===== config.mk =====
export PLATFORM = sky130hd
export DESIGN_NAME = uart_rx_os
export DESIGN_NICKNAME = d
export VERILOG_FILES = /design/src/rtl/uart_pkg.sv /design/src/rtl/uart_os_tick.sv /design/src/rtl/uart_rx_os.sv
export SDC_FILE = /design/constraint.sdc
export NUM_CORES = 1
export LEC_CHECK = 0
export BUFFER_PORTS_ARGS = -buffer_cell sky130_fd_sc_hd__buf_2
export CAP_MARGIN = 0
export CORE_MARGIN = 1.5
export CORE_UTILIZATION = 58
export DETAILED_ROUTE_END_ITERATION = 10
export GPL_TIMING_DRIVEN = 0
export PLACE_DENSITY_LB_ADDON = 0.1
export SLEW_MARGIN = 10
export SYNTH_ARGS = -nofsm -noshare
export SYNTH_HDL_FRONTEND = slang
export SYNTH_SLANG_ARGS = --single-unit

===== constraint.sdc =====
create_clock -name clk -period 2.96 [get_ports clk]
set_clock_uncertainty 0.2 [all_clocks]
set_input_delay 0.444 -clock clk [delete_from_list [all_inputs] [get_ports clk]]
set_output_delay 0.444 -clock clk [all_outputs]
set_load 0.05 [all_outputs]

===== src/rtl/uart_pkg.sv =====
// -----------------------------------------------------------------------------
// uart_pkg
// Shared definitions for the oversampling UART receiver and its transmitter
// counterpart:
//   - OS          : oversampling ticks per bit (fixed at 16, must be even)
//   - BAUD*_DEF   : default baud table indexed by the 2-bit selector
//   - baud_div()  : clocks per oversample tick, CLK_FREQ/(baud*OS)
//   - rx_state_t  : receiver FSM state encoding (3 bits)
// -----------------------------------------------------------------------------
package uart_pkg;

    localparam int unsigned OS = 16;

    localparam int unsigned BAUD0_DEF = 2400;
    localparam int unsigned BAUD1_DEF = 4800;
    localparam int unsigned BAUD2_DEF = 9600;
    localparam int unsigned BAUD3_DEF = 19200;

    // Integer division: any remainder is dropped, so the real baud rate runs
    // slightly fast when CLK_FREQ is not an exact multiple of baud*OS.
    function automatic int unsigned baud_div(input int unsigned clk_freq,
                                             input int unsigned baud);
        return clk_freq / (baud * OS);
    endfunction

    typedef enum logic [2:0] {
        ST_IDLE     = 3'd0,
        ST_START    = 3'd1,
        ST_DATA     = 3'd2,
        ST_STOP     = 3'd3,
        ST_BRK_WAIT = 3'd4
    } rx_state_t;

endpackage


===== src/rtl/uart_os_tick.sv =====
// -----------------------------------------------------------------------------
// uart_os_tick
// Free-running 16x oversample enable generator.
//   clk   in  system clock
//   reset in  synchronous, active-high
//   sel   in  latched baud selector (from the receiver)
//   tick  out one-clk pulse every DIV[sel] clocks
// The counter restarts at 0 whenever sel changes, so the first tick after a
// selector change arrives a full DIV period later.
// -----------------------------------------------------------------------------
module uart_os_tick
    import uart_pkg::*;
#(
    parameter int unsigned CLK_FREQ = 50000000,
    parameter int unsigned BAUD0    = BAUD0_DEF,
    parameter int unsigned BAUD1    = BAUD1_DEF,
    parameter int unsigned BAUD2    = BAUD2_DEF,
    parameter int unsigned BAUD3    = BAUD3_DEF
) (
    input  logic       clk,
    input  logic       reset,
    input  logic [1:0] sel,
    output logic       tick
);

    localparam int unsigned DIV0 = baud_div(CLK_FREQ, BAUD0);
    localparam int unsigned DIV1 = baud_div(CLK_FREQ, BAUD1);
    localparam int unsigned DIV2 = baud_div(CLK_FREQ, BAUD2);
    localparam int unsigned DIV3 = baud_div(CLK_FREQ, BAUD3);

    localparam int unsigned DIV_01  = (DIV0 > DIV1) ? DIV0 : DIV1;
    localparam int unsigned DIV_23  = (DIV2 > DIV3) ? DIV2 : DIV3;
    localparam int unsigned DIV_MAX = (DIV_01 > DIV_23) ? DIV_01 : DIV_23;
    localparam int          CW      = (DIV_MAX > 1) ? $clog2(DIV_MAX) : 1;

    logic [CW-1:0] cnt;
    logic [CW-1:0] div_m1;
    logic [1:0]    sel_q;

    always_comb begin
        div_m1 = '0;
        case (sel)
            2'd0:    div_m1 = CW'(DIV0 - 1);
            2'd1:    div_m1 = CW'(DIV1 - 1);
            2'd2:    div_m1 = CW'(DIV2 - 1);
            default: div_m1 = CW'(DIV3 - 1);
        endcase
    end

    always_ff @(posedge clk) begin
        if (reset) begin
            cnt   <= '0;
            sel_q <= 2'd0;
            tick  <= 1'b0;
        end else if (sel != sel_q) begin
            sel_q <= sel;
            cnt   <= '0;
            tick  <= 1'b0;
        end else if (cnt == div_m1) begin
            cnt  <= '0;
            tick <= 1'b1;
        end else begin
            cnt  <= cnt + 1'b1;
            tick <= 1'b0;
        end
    end

endmodule


===== src/rtl/uart_rx_os.sv =====
// -----------------------------------------------------------------------------
// uart_rx_os
// 8N1 UART receiver, LSB first, 16x oversampled in the system clock domain.
//   clk       in  system clock
//   reset     in  synchronous, active-high
//   sel       in  baud selector, latched while IDLE
//   rx        in  asynchronous serial line, idle high
//   rx_data   out last correctly framed byte, held until the next good frame
//   rx_valid  out one-clk strobe when rx_data updates
//   rx_busy   out high from start detection until the FSM re-enters IDLE
//   frame_err out one-clk strobe when the stop bit samples low
//   rx_tick   out the oversample enable
//   state_dbg out current FSM state
//
// Output handshake: rx_valid is a single-cycle strobe with no ready/backpressure;
// rx_data is stable from the strobe until the next strobe. rx_valid and
// frame_err are mutually exclusive and both registered alongside the state
// change.
// -----------------------------------------------------------------------------
module uart_rx_os
    import uart_pkg::*;
#(
    parameter int unsigned CLK_FREQ = 50000000,
    parameter int unsigned BAUD0    = BAUD0_DEF,
    parameter int unsigned BAUD1    = BAUD1_DEF,
    parameter int unsigned BAUD2    = BAUD2_DEF,
    parameter int unsigned BAUD3    = BAUD3_DEF
) (
    input  logic       clk,
    input  logic       reset,
    input  logic [1:0] sel,
    input  logic       rx,
    output logic [7:0] rx_data,
    output logic       rx_valid,
    output logic       rx_busy,
    output logic       frame_err,
    output logic       rx_tick,
    output rx_state_t  state_dbg
);

    logic       rx_meta;
    logic       rx_s;
    logic [1:0] sel_lat;
    logic       tick;
    rx_state_t  state;
    logic [3:0] os_cnt;
    logic [2:0] bit_idx;
    logic [7:0] shift_reg;

    // Two-flop synchroniser; resets to the idle level so reset never looks
    // like a start bit.
    always_ff @(posedge clk) begin
        if (reset) begin
            rx_meta <= 1'b1;
            rx_s    <= 1'b1;
        end else begin
            rx_meta <= rx;
            rx_s    <= rx_meta;
        end
    end

    // The selector only follows the input while idle, so a mid-frame change
    // takes effect at the next frame.
    always_ff @(posedge clk) begin
        if (reset) begin
            sel_lat <= 2'd0;
        end else if (state == ST_IDLE) begin
            sel_lat <= sel;
        end
    end

    uart_os_tick #(
        .CLK_FREQ (CLK_FREQ),
        .BAUD0    (BAUD0),
        .BAUD1    (BAUD1),
        .BAUD2    (BAUD2),
        .BAUD3    (BAUD3)
    ) u_tick (
        .clk   (clk),
        .reset (reset),
        .sel   (sel_lat),
        .tick  (tick)
    );

    always_ff @(posedge clk) begin
        if (reset) begin
            state     <= ST_IDLE;
            os_cnt    <= 4'd0;
            bit_idx   <= 3'd0;
            shift_reg <= 8'h00;
            rx_data   <= 8'h00;
            rx_valid  <= 1'b0;
            rx_busy   <= 1'b0;
            frame_err <= 1'b0;
        end else begin
            rx_valid  <= 1'b0;
            frame_err <= 1'b0;
            if (tick) begin
                case (state)
                    ST_IDLE: begin
                        if (!rx_s) begin
                            state   <= ST_START;
                            os_cnt  <= 4'd0;
                            rx_busy <= 1'b1;
                        end
                    end
                    ST_START: begin
                        // Half a bit in: confirm the start bit is still low.
                        if (os_cnt == 4'd7) begin
                            if (rx_s) begin
                                state   <= ST_IDLE;
                                rx_busy <= 1'b0;
                            end else begin
                                state   <= ST_DATA;
                                os_cnt  <= 4'd0;
                                bit_idx <= 3'd0;
                            end
                        end else begin
                            os_cnt <= os_cnt + 4'd1;
                        end
                    end
                    ST_DATA: begin
                        // os_cnt wraps 15->0 by itself, realigning on mid-bit.
                        os_cnt <= os_cnt + 4'd1;
                        if (os_cnt == 4'd15) begin
                            shift_reg <= {rx_s, shift_reg[7:1]};
                            bit_idx   <= bit_idx + 3'd1;
                            if (bit_idx == 3'd7) begin
                                state <= ST_STOP;
                            end
                        end
                    end
                    ST_STOP: begin
                        os_cnt <= os_cnt + 4'd1;
                        if (os_cnt == 4'd15) begin
                            if (rx_s) begin
                                rx_data  <= shift_reg;
                                rx_valid <= 1'b1;
                                state    <= ST_IDLE;
                                rx_busy  <= 1'b0;
                            end else begin
                                frame_err <= 1'b1;
                                state     <= ST_BRK_WAIT;
                            end
                        end
                    end
                    ST_BRK_WAIT: begin
                        // A held-low line must go high before a new start.
                        if (rx_s) begin
                            state   <= ST_IDLE;
                            rx_busy <= 1'b0;
                        end
                    end
                    default: begin
                        state   <= ST_IDLE;
                        rx_busy <= 1'b0;
                    end
                endcase
            end
        end
    end

    assign rx_tick   = tick;
    assign state_dbg = state;

endmodule


==> Implementation_results.wiki, run 1 <==
{| class="wikitable"
! Metric !! Value
|-
| Vias post-DR || 1670
|-
| Most frequent cells after synthesis || dfxtp_1 (47), nor2_1 (36), mux2i_1 (18), xor2_1 (10), nand3_1 (9)
|-
| Number of different library cells in the post-synthesis netlist || 44
|-
| Peak VDD IR || 0.382 mV
|-
| CTS Root Cell || clkbuf_8
|-
| Die Span Y || 64.1 µm
|-
| Filler cells || 266
|-
| Actual transition at the worst max-transition pin || 0.612 ns
|-
| Synth Warn # || 0
|-
| Final weighted congestion of routability-driven global placement || 0.833
|-
| Clock latency reported for the late side of the worst-skew pair || 0.30 ns
|-
| Post-route clock period utilization || 75.7%
|-
| CP Cell Sequence || inv_1 -> ha_1 -> xnor2_1 -> a21o_1 -> o41ai_4 -> nor2_1
|-
| R2R Setup Slk || 0.72 ns
|-
| Total routed wirelength || 4.09 mm
|-
| H-Tree Level Count || 2
|-
| Layout-stage area growth over the synthesis result || 13.1%
|-
| Final hold violation count || 0
|-
| Diodes inserted || 0
|-
| Endpoint arrival time on the critical path || 2.22 ns
|-
| Slew Limit Headroom || 58.9%
|-
| Number of setup violations in the final report || 0
|-
| CTS tree || yes
|-
| Cell with the biggest individual delay on the critical path || o41ai_4
|-
| Number of synthesized register bits || 47
|-
| Mean instance size in the synthesized netlist || 9.48 µm²
|-
| Top_reg_cell synth || dfxtp_1
|-
| Remaining number of nets flagged by the antenna check after routing || 0
|-
| Cells resized by post-CTS repair || 0
|-
| Synthesized net count || 241
|-
| Worst setup path category || flop to flop
|-
| Most repeated cell in the gate-level netlist after synthesis || dfxtp_1
|-
| Wl on met1 || 1.98 mm
|-
| Result of the run || finished, final reports clean
|-
| Vias in the first global route || 1600
|-
| Startpoint type of the worst setup path || flop
|-
| Max Freq || 0.446 GHz
|-
| Total count of max-transition violations in the final report || 0
|-
| Setup TNS after final layout || 0 ns
|-
| Remaining design rule violation count || 0
|-
| Mapped Cells || 228
|-
| Most area-hungry cell type in the Yosys netlist || dfxtp_1
|-
| Area of the die || 4100 µm²
|-
| FFs w/ async S/R, synth || 0%
|-
| Max reg flops || 11
|-
| Die width || 64.1 µm
|-
| Clock-pin slew on the worst setup and hold paths || 0.09 ns
|-
| Largest fanout on the critical path || 10
|-
| Number of top-level pins || 20
|-
| Data required time of the worst path || 2.94 ns
|-
| Hold buffer count at CTS || 0
|-
| First-pass detailed-route iteration total || 4
|-
| EDFF count, synth || 0
|-
| Worst Setup End Kind || flop
|-
| Max_cap viols || 0
|-
| Core Area || 3440 µm²
|-
| Hpwl dp || 2.89 mm
|-
| Number of antenna violations at the first check in global routing || 0
|-
| Post-Route Utilization || 71.1%
|-
| Drt via density || 5.57
|-
| Bufs on Longest Clock Path || 2
|-
| Wire length of the first global-routing pass || 7.14 mm
|-
| Clock period minus worst slack || 2.24 ns
|-
| DRT iter0 DRCs || 164
|-
| Total gr overflow || 0
|-
| Number of clock sinks || 47
|-
| PortBufs || 18
|-
| Initial Util || 62.8%
|-
| Overall fraction of global-route tracks in use || 22.3%
|-
| Highest routing layer actually used || met4
|-
| Total setup buffers inserted after CTS || 0
|-
| Final-stage net count || 266
|-
| Sequential fraction of the synthesis area || 43.5%
|-
| Path type of the worst min-delay path || primary input to flop
|-
| WL/cell || 13.6 µm
|-
| Share of layout cells above drive strength 1 || 15.0%
|-
| Met3 Routed Length || 181 µm
|-
| Share of Yosys cell area claimed by the top area cell type || 43.5%
|-
| Largest stage delay on the critical path || 0.57 ns
|-
| Pin count of the biggest net entering global routing || 16
|-
| Combined area of all synthesized cells || 2160 µm²
|-
| Leak Pwr || 1.02 nW
|-
| Cell Rows || 21
|-
| Number of buffers inserted during clock tree synthesis || 5
|-
| Power per cell area || 512 nW/µm²
|-
| Largest cells by area after synthesis || dfxtp_1 (44%), mux2i_1 (8.3%), nor2_1 (6.3%)
|-
| Met2 Wirelength || 1.85 mm
|-
| Unrepaired setup endpoints after global routing || false
|}
==> power by group <==
group | internal, W | switching (W) | leakage (nW)
Combinational | 0.0000181 | 0.0000312 | 0.578
Sequential | 0.000638 | 0.00000794 | 0.380
Clock | 0.000337 | 0.000221 | 0.0644
==> layout by cell type (no fill, tap or decap), types with 5 or more instances in the layout <==
master and count:
a21oi_1 8, buf_2 21, clkbuf_1 7, clkbuf_8 5, dfxtp_1 47, ha_1 8
mux2i_1 18, nand2_1 8, nand3_1 9, nand4_1 5, nor2_1 36, o21ai_0 8
xnor2_1 5, xor2_1 10
==> cell type report <==
cell class | instances | area, µm² | share of cell area [%]
multi-input combinational | 167 | 1160 | 47.3
sequential | 47 | 941 | 38.5
timing repair buffer | 18 | 90.1 | 3.68
clock buffer | 5 | 68.8 | 2.81
clock inverter | 3 | 67.6 | 2.76
tap | 46 | 57.6 | 2.35
buffer | 11 | 52.6 | 2.15
inverter | 3 | 11.3 | 0.460
==> cell families after synthesis <==
family | share of synthesized area, %
DFF | 43.5
muxes | 8.85
buffers and inverters | 2.95
xor gates and xnor gates | 6.08
adders and majority gates | 4.63
and+or+nand+nor | 22.9
AOI/OAI and AO/OA | 11.1
==> critical path, delay by kind of cell, from the launching register on <==
| family | cells | cell delay [ns] |
|---|---|---|
| and+or+nand+nor | 1 | 0.11 |
| adders and majority gates | 1 | 0.32 |
| AOI/OAI and AO/OA | 2 | 0.76 |
| buffers and inverters | 1 | 0.13 |
| DFF | 1 | 0.47 |
| xor gates and xnor gates | 1 | 0.12 |
==> metrics by stage <==
step	hold slack, ns	total power, W	cells	setup WS (ns)	area, µm²
2_1_floorplan	0.189	0.000696	228	0.676	2160
3_3_place_gp	0.193	0.000709	292	0.723	2310
3_5_place_dp	0.212	0.000710	292	0.698	2310
4_1_cts	0.114	0.00126	300	0.662	2450
5_1_grt	0.131	0.00129	300	0.529	2450
6_report	0.120	0.00125	300	0.719	2450
==> path summary, 6_finish.rpt <==
path / to / depth (start not counted) / from
worst max-delay path: u_tick.cnt[9]$_SDFF_PP0_ / 6 / sel_lat[0]$_SDFFE_PP0P_
worst min-delay path: rx_meta$_SDFF_PP1_ / 2 / rx
worst max register to register: u_tick.cnt[9]$_SDFF_PP0_ / 6 / sel_lat[0]$_SDFFE_PP0P_
worst min register to register: rx_s$_SDFF_PP1_ / 1 / rx_meta$_SDFF_PP1_
==> routing by layer <==
layer / up-vias / GRT usage [%]
met3: 12 / 5.28
met2: 38 / 34.9
met5: - / 0
met1: 765 / 28.5
li1: 855 / -
met4: 0 / 11.4
Power figures use the tool's default switching activity.
==> inputs of run 2 (changes only) <==
Clock period 2.96 ns to 2.25 ns, I/O delays scaled along.
==> Implementation_results.wiki, run 2 (synthesis results as in run 1) <==
{| class="wikitable"
! Metric !! Value
|-
| Startpoint type of the worst setup path || flop
|-
| Worst Setup End Kind || flop
|-
| PortBufs || 18 (unchanged)
|-
| Slew Limit Headroom || 63.0% (+4.1 points)
|-
| Data required time of the worst path || 2.25 ns (-0.69 ns)
|-
| Sw Pwr || 0.000334 W (+29%)
|-
| Power share of the combinational group || 4.6% (+0.7 points)
|-
| Actual transition at the worst max-transition pin || 0.551 ns (-0.0608 ns)
|-
| Number of setup violations in the final report || 0 (unchanged)
|-
| Leak Pwr || 1.03 nW (+0.79%)
|-
| Cell Rows || 21 (unchanged)
|-
| Fraction of power consumed by sequential logic || 54.3% (+2.7 points)
|-
| Bufs on Longest Clock Path || 2 (unchanged)
|-
| Power per cell area || 637 nW/µm² (+24%)
|-
| Vias post-DR || 1680 (+0.60%)
|-
| Number of clock sinks || 47 (unchanged)
|-
| H-Tree Level Count || 2 (unchanged)
|-
| Core Area || 3440 µm² (unchanged)
|-
| DRT iter0 DRCs || 84 (-49%)
|-
| Area of the multi-input gates || 1160 µm² (+0.54%)
|-
| Wire length of the first global-routing pass || 6.96 mm (-2.5%)
|-
| Path type of the worst min-delay path || primary input to flop
|-
| GR Layer Usage met3 || 4.05% (-1.2 points)
|-
| Diodes inserted || 0 (unchanged)
|-
| Max Freq || 0.471 GHz (+5.6%)
|-
| Total gr overflow || 0 (unchanged)
|-
| Max_cap viols || 0 (unchanged)
|-
| Area of the die || 4100 µm² (unchanged)
|-
| Top Usage Layer GRT || met2
|-
| Overall fraction of global-route tracks in use || 21.6% (-0.71 points)
|-
| Share of layout cells above drive strength 1 || 17.2% (+2.2 points)
|-
| Final standard cell count with taps included and fillers excluded || 302 (+0.67%)
|-
| Sequential cell area || 947 µm² (+0.66%)
|-
| Number of buffers inserted during clock tree synthesis || 5 (unchanged)
|-
| Fraction of power spent switching nets || 21.3% (+0.59 points)
|-
| Total routed wirelength || 4.08 mm (-0.42%)
|-
| Pin count of the biggest net entering global routing || 16 (unchanged)
|-
| Final hold violation count || 0 (unchanged)
|-
| First-pass detailed-route iteration total || 5 (+1)
|-
| Number of antenna violations at the first check in global routing || 0 (unchanged)
|-
| WL/cell || 13.5 µm (-1.1%)
|-
| Hold buffer count at CTS || 0 (unchanged)
|-
| Worst setup path category || flop to flop
|-
| Total count of max-transition violations in the final report || 0 (unchanged)
|-
| Remaining number of nets flagged by the antenna check after routing || 0 (unchanged)
|-
| Hpwl dp || 2.84 mm (-1.8%)
|-
| Peak VDD IR || 0.487 mV (+28%)
|-
| Internal power || 0.00123 W (+24%)
|-
| Most frequent standard cell in the layout excluding fill and tap cells || dfxtp_1
|-
| Vias in the first global route || 1602 (+0.13%)
|-
| Post-route clock period utilization || 94.3% (+19 points)
|-
| Layout-stage area growth over the synthesis result || 13.7%
|-
| Clock period minus worst slack || 2.12 ns (-0.119 ns)
|-
| Remaining design rule violation count || 0 (unchanged)
|-
| Largest fanout on the critical path || 7 (-3)
|-
| Drt via density || 5.56 (about the same)
|-
| Die Span Y || 64.1 µm (unchanged)
|-
| CTS Root Cell || clkbuf_8
|-
| Global Route met1 Usage || 25.8% (-2.7 points)
|-
| Initial Util || 62.8% (unchanged)
|-
| Number of top-level pins || 20 (unchanged)
|-
| Result of the run || finished, final reports clean
|-
| Clock Power Share || 41.2% (-3.3 points)
|-
| Die width || 64.1 µm (unchanged)
|-
| Post-Route Utilization || 71.4% (+0.36 points)
|-
| Clock latency reported for the late side of the worst-skew pair || 0.30 ns (about the same)
|-
| Filler cells || 267 (+0.38%)
|-
| Met2 usage || 37.0% (+2.1 points)
|-
| Clock-pin slew on the worst setup and hold paths || 0.09 ns (about the same)
|-
| CTS tree || yes
|-
| Most frequent cells in the layout || dfxtp_1 (44), nor2_1 (36), buf_2 (21)
|-
| Endpoint arrival time on the critical path || 2.12 ns (-0.10 ns)
|-
| Unrepaired setup endpoints after global routing || false
|-
| Final-stage net count || 268 (+0.75%)
|-
| Final weighted congestion of routability-driven global placement || 0.820 (-1.6%)
|-
| Max reg flops || 11 (unchanged)
|-
| Placed insts || 292 (unchanged)
|}
## run 2: cell types whose count changed in the layout (fill, tap and decap cells not counted), sizes merged
cell / before / now
clkinvlp: 1 / 0
inv: 3 / 4
buf: 22 / 24
bufinv: 2 / 1
clkbuf: 12 / 13
## run 2: final timing paths
| kind | from | end | slack, ns | cells past startpoint |
|---|---|---|---|---|
| hold / removal | rx | rx_meta$_SDFF_PP1_ | 0.01 | 2 |
| hold reg to reg | rx_meta$_SDFF_PP1_ | rx_s$_SDFF_PP1_ | 0.23 | 1 |
| setup / recovery | sel_lat[0]$_SDFFE_PP0P_ | u_tick.cnt[1]$_SDFF_PP0_ | 0.13 | 6 |
| setup reg to reg | sel_lat[0]$_SDFFE_PP0P_ | u_tick.cnt[1]$_SDFF_PP0_ | 0.13 | 6 |
## run 2: through the flow
stage | power, W | setup slack, ns | area, µm² | hold slack (ns) | TNS, ns
after floorplan | 0.000916 | 0.0877 | 2160 | 0.189 | 0
after global placement | 0.000932 | 0.0115 | 2310 | 0.192 | 0
after detailed placement | 0.000934 | -0.0501 | 2310 | 0.211 | -0.281
after CTS | 0.00158 | 0.0156 | 2450 | 0.00982 | 0
after global routing | 0.00162 | 0.0126 | 2460 | 0.0186 | 0
final | 0.00157 | 0.127 | 2460 | 0.0146 | 0
## run 2: layout make-up
| cell class | instances | share of cell area [%] |
|---|---|---|
| inverter | 3 | 0.458 |
| timing repair buffer | 20 | 4.27 |
| sequential | 47 | 38.5 |
| tap | 46 | 2.34 |
| buffer | 11 | 2.14 |
| multi-input combinational | 167 | 47.3 |
| clock inverter | 2 | 1.58 |
| clock buffer | 6 | 3.36 |
## run 2: what timing repair did
action	4_1_cts	5_1_grt
gates cloned	0	0
setup buffers	2	0
setup endpoints to repair	10	12
pin swaps	1	0
resized for setup	0	4
## run 2: power by group through the flow
stage                     Sequential, W  Combinational (W)  Clock [W]
final                          0.000849          0.0000713   0.000645
after global routing           0.000851          0.0000791   0.000690
after CTS                      0.000850          0.0000699   0.000662
after detailed placement       0.000869          0.0000653          0
after global placement         0.000869          0.0000637          0
after floorplan                0.000866          0.0000494          0
## run 2: worst max-delay path, stage by stage, from the launching register on
cell and delay, ns:
dfxtp_4 0.39, inv_1 0.08, ha_1 0.30, xnor2_1 0.13
a21o_1 0.20, or4_1 0.51, and3_1 0.20
## run 2: metal layers
metal | vias to the layer above | routed length (µm)
met4 | 0 | 88
met2 | 41 | 1920
li1 | 864 | -
met3 | 9 | 152
met5 | - | 0
met1 | 766 | 1920
==> inputs of run 3 (changes only) <==
Clock period 2.25 ns to 2.4 ns, I/O delays scaled along.
==> Implementation_results.wiki, run 3 (synthesis results as in run 1) <==
{| class="wikitable"
! Metric !! Value
|-
| Leak Pwr || 1.03 nW (-0.35%)
|-
| Number of clock sinks || 47 (unchanged)
|-
| Wire length of the first global-routing pass || 7.14 mm (+2.6%)
|-
| Endpoint arrival time on the critical path || 2.22 ns (+0.10 ns)
|-
| Most frequent standard cell in the layout excluding fill and tap cells || dfxtp_1
|-
| CTS Root Cell || clkbuf_8
|-
| Total routed wirelength || 4.10 mm (+0.69%)
|-
| WL/cell || 13.6 µm (+1.0%)
|-
| Bufs on Longest Clock Path || 2 (unchanged)
|-
| Number of buffers inserted during clock tree synthesis || 5 (unchanged)
|-
| Core Area || 3440 µm² (unchanged)
|-
| Area of the die || 4100 µm² (unchanged)
|-
| Placed insts || 292 (unchanged)
|-
| Max Freq || 0.451 GHz (-4.3%)
|-
| Die width || 64.1 µm (unchanged)
|-
| Hpwl dp || 2.89 mm (+1.8%)
|-
| Setup TNS after final layout || 0 ns (unchanged)
|-
| First-pass detailed-route iteration total || 4 (-1)
|-
| CTS tree || yes
|-
| Vias in the first global route || 1600 (-0.12%)
|-
| Initial Util || 62.8% (unchanged)
|-
| Worst reg2reg path startpoint || sel_lat[0]$_SDFFE_PP0P_
|-
| Unrepaired setup endpoints after global routing || false
|-
| Pin count of the biggest net entering global routing || 16 (unchanged)
|-
| Worst Setup EP || u_tick.cnt[1]$_SDFF_PP0_
|-
| CP Cell Sequence || inv_1 -> ha_1 -> xnor2_1 -> a21o_1 -> or4_1 -> and3_1
|-
| Hold buffer count at CTS || 0 (unchanged)
|-
| Most frequent cells in the layout || dfxtp_1 (47), nor2_1 (36), buf_2 (21)
|-
| Startpoint type of the worst setup path || flop
|-
| Cell with the biggest individual delay on the critical path || or4_1
|-
| Diodes inserted || 0 (unchanged)
|-
| Peak VDD IR || 0.471 mV (-3.5%)
|-
| Drt via density || 5.57 (+0.21%)
|-
| Number of top-level pins || 20 (unchanged)
|-
| Clock period minus worst slack || 2.22 ns (+0.0962 ns)
|-
| Die Span Y || 64.1 µm (unchanged)
|-
| Actual transition at the worst max-transition pin || 0.612 ns (+0.0609 ns)
|-
| Pwr Total || 0.00155 W (-1.3%)
|-
| Slew Limit Headroom || 58.9% (-4.1 points)
|-
| Number of antenna violations at the first check in global routing || 0 (unchanged)
|-
| Result of the run || finished, final reports clean
|-
| Share of layout cells above drive strength 1 || 15.3% (-1.9 points)
|-
| Worst Setup End Kind || flop
|-
| Worst hold path depth || 2 (unchanged)
|-
| Overall fraction of global-route tracks in use || 22.3% (+0.71 points)
|-
| Final standard cell count with taps included and fillers excluded || 301 (-0.33%)
|-
| Capture point of the worst reg-to-reg path || u_tick.cnt[1]$_SDFF_PP0_
|-
| Launch point of the critical path || sel_lat[0]$_SDFFE_PP0P_
|-
| Max reg flops || 11 (unchanged)
|-
| Post-Route Utilization || 71.3% (-0.15 points)
|-
| Remaining design rule violation count || 0 (unchanged)
|-
| Max_cap viols || 0 (unchanged)
|-
| Data required time of the worst path || 2.41 ns (+0.16 ns)
|-
| Clock-pin slew on the worst setup and hold paths || 0.09 ns (about the same)
|-
| Final hold violation count || 0 (unchanged)
|-
| Layout-stage area growth over the synthesis result || 13.5%
|-
| Final weighted congestion of routability-driven global placement || 0.833 (+1.6%)
|-
| Vias post-DR || 1678 (-0.12%)
|-
| Worst setup path category || flop to flop
|-
| Final-stage net count || 267 (-0.37%)
|-
| Depth of the most critical reg-to-reg path || 6 (unchanged)
|-
| Largest fanout on the critical path || 7 (unchanged)
|-
| Clock latency reported for the late side of the worst-skew pair || 0.30 ns (about the same)
|-
| Number of setup violations in the final report || 0 (unchanged)
|-
| Path type of the worst min-delay path || primary input to flop
|-
| DRT iter0 DRCs || 151 (+80%)
|-
| Largest stage delay on the critical path || 0.49 ns (-0.02 ns)
|-
| Remaining number of nets flagged by the antenna check after routing || 0 (unchanged)
|-
| Post-route clock period utilization || 92.4% (-1.9 points)
|-
| Power per cell area || 630 nW/µm² (-1.1%)
|-
| Total count of max-transition violations in the final report || 0 (unchanged)
|-
| H-Tree Level Count || 2 (unchanged)
|-
| Total gr overflow || 0 (unchanged)
|-
| PortBufs || 18 (unchanged)
|-
| R2R Setup Slk || 0.18 ns (+0.05 ns)
|-
| Cell Rows || 21 (unchanged)
|}
[run 3: final cells by class]
| cell class | instances | area, µm² |
|---|---|---|
| Multi-Input combinational cell | 167 | 1160 |
| Fill cell | 264 | 988 |
| Sequential cell | 47 | 941 |
| Timing Repair Buffer | 19 | 97.6 |
| Clock buffer | 5 | 68.8 |
| Clock inverter | 3 | 67.6 |
| Tap cell | 46 | 57.6 |
| Buffer | 11 | 52.6 |
| Inverter | 3 | 11.3 |
[run 3: worst min path at each step]
| stage | from | end | slack (ns) |
|---|---|---|---|
| finish | rx | rx_meta$_SDFF_PP1_ | 0.04 |
| global route | rx | rx_meta$_SDFF_PP1_ | 0.05 |
| CTS | rx | rx_meta$_SDFF_PP1_ | 0.03 |
| detailed placement | rx_meta$_SDFF_PP1_ | rx_s$_SDFF_PP1_ | 0.21 |
| global placement | rx_meta$_SDFF_PP1_ | rx_s$_SDFF_PP1_ | 0.19 |
| floorplan | rx_meta$_SDFF_PP1_ | rx_s$_SDFF_PP1_ | 0.19 |
[run 3: metrics by stage]
stage	setup slack (ns)	cell area, µm²	hold WS (ns)
after global routing	0.0442	2450	0.0471
final	0.181	2450	0.0368
after global placement	0.163	2310	0.193
after floorplan	0.116	2160	0.189
after detailed placement	0.138	2310	0.212
after CTS	0.102	2450	0.0299
[run 3: critical path: cells and delay by family (launching register included)]
| family | cells | cell delay [ns] |
|---|---|---|
| AO/OA/AOI/OAI | 1 | 0.20 |
| XOR/XNOR | 1 | 0.12 |
| adder cells (fa/ha/maj) | 1 | 0.32 |
| buffers and inverters | 1 | 0.13 |
| flip-flops | 1 | 0.47 |
| AND/OR/NAND/NOR | 2 | 0.68 |
[run 3: timing repair]
action                                 4_1_cts  5_1_grt
setup endpoints to repair                    0       10
buffers inserted                             0        1
gates resized for setup                      0        0
endpoints found under the hold margin        0        0
[run 3: where the power goes]
group	total, W	switching [W]	internal, W	leakage [nW]
Clock	0.000686	0.000271	0.000415	0.0644
Combinational	0.0000631	0.0000390	0.0000241	0.583
Sequential	0.000796	0.00000975	0.000786	0.380
[run 3: routing by layer]
metal	vias to the layer above	share of wire, %	global-route usage, %
met3	12	4.9	5.28
met5	-	0	0
met4	0	1.9	11.4
met2	43	45	34.9
li1	859	-	-
met1	764	48	28.5
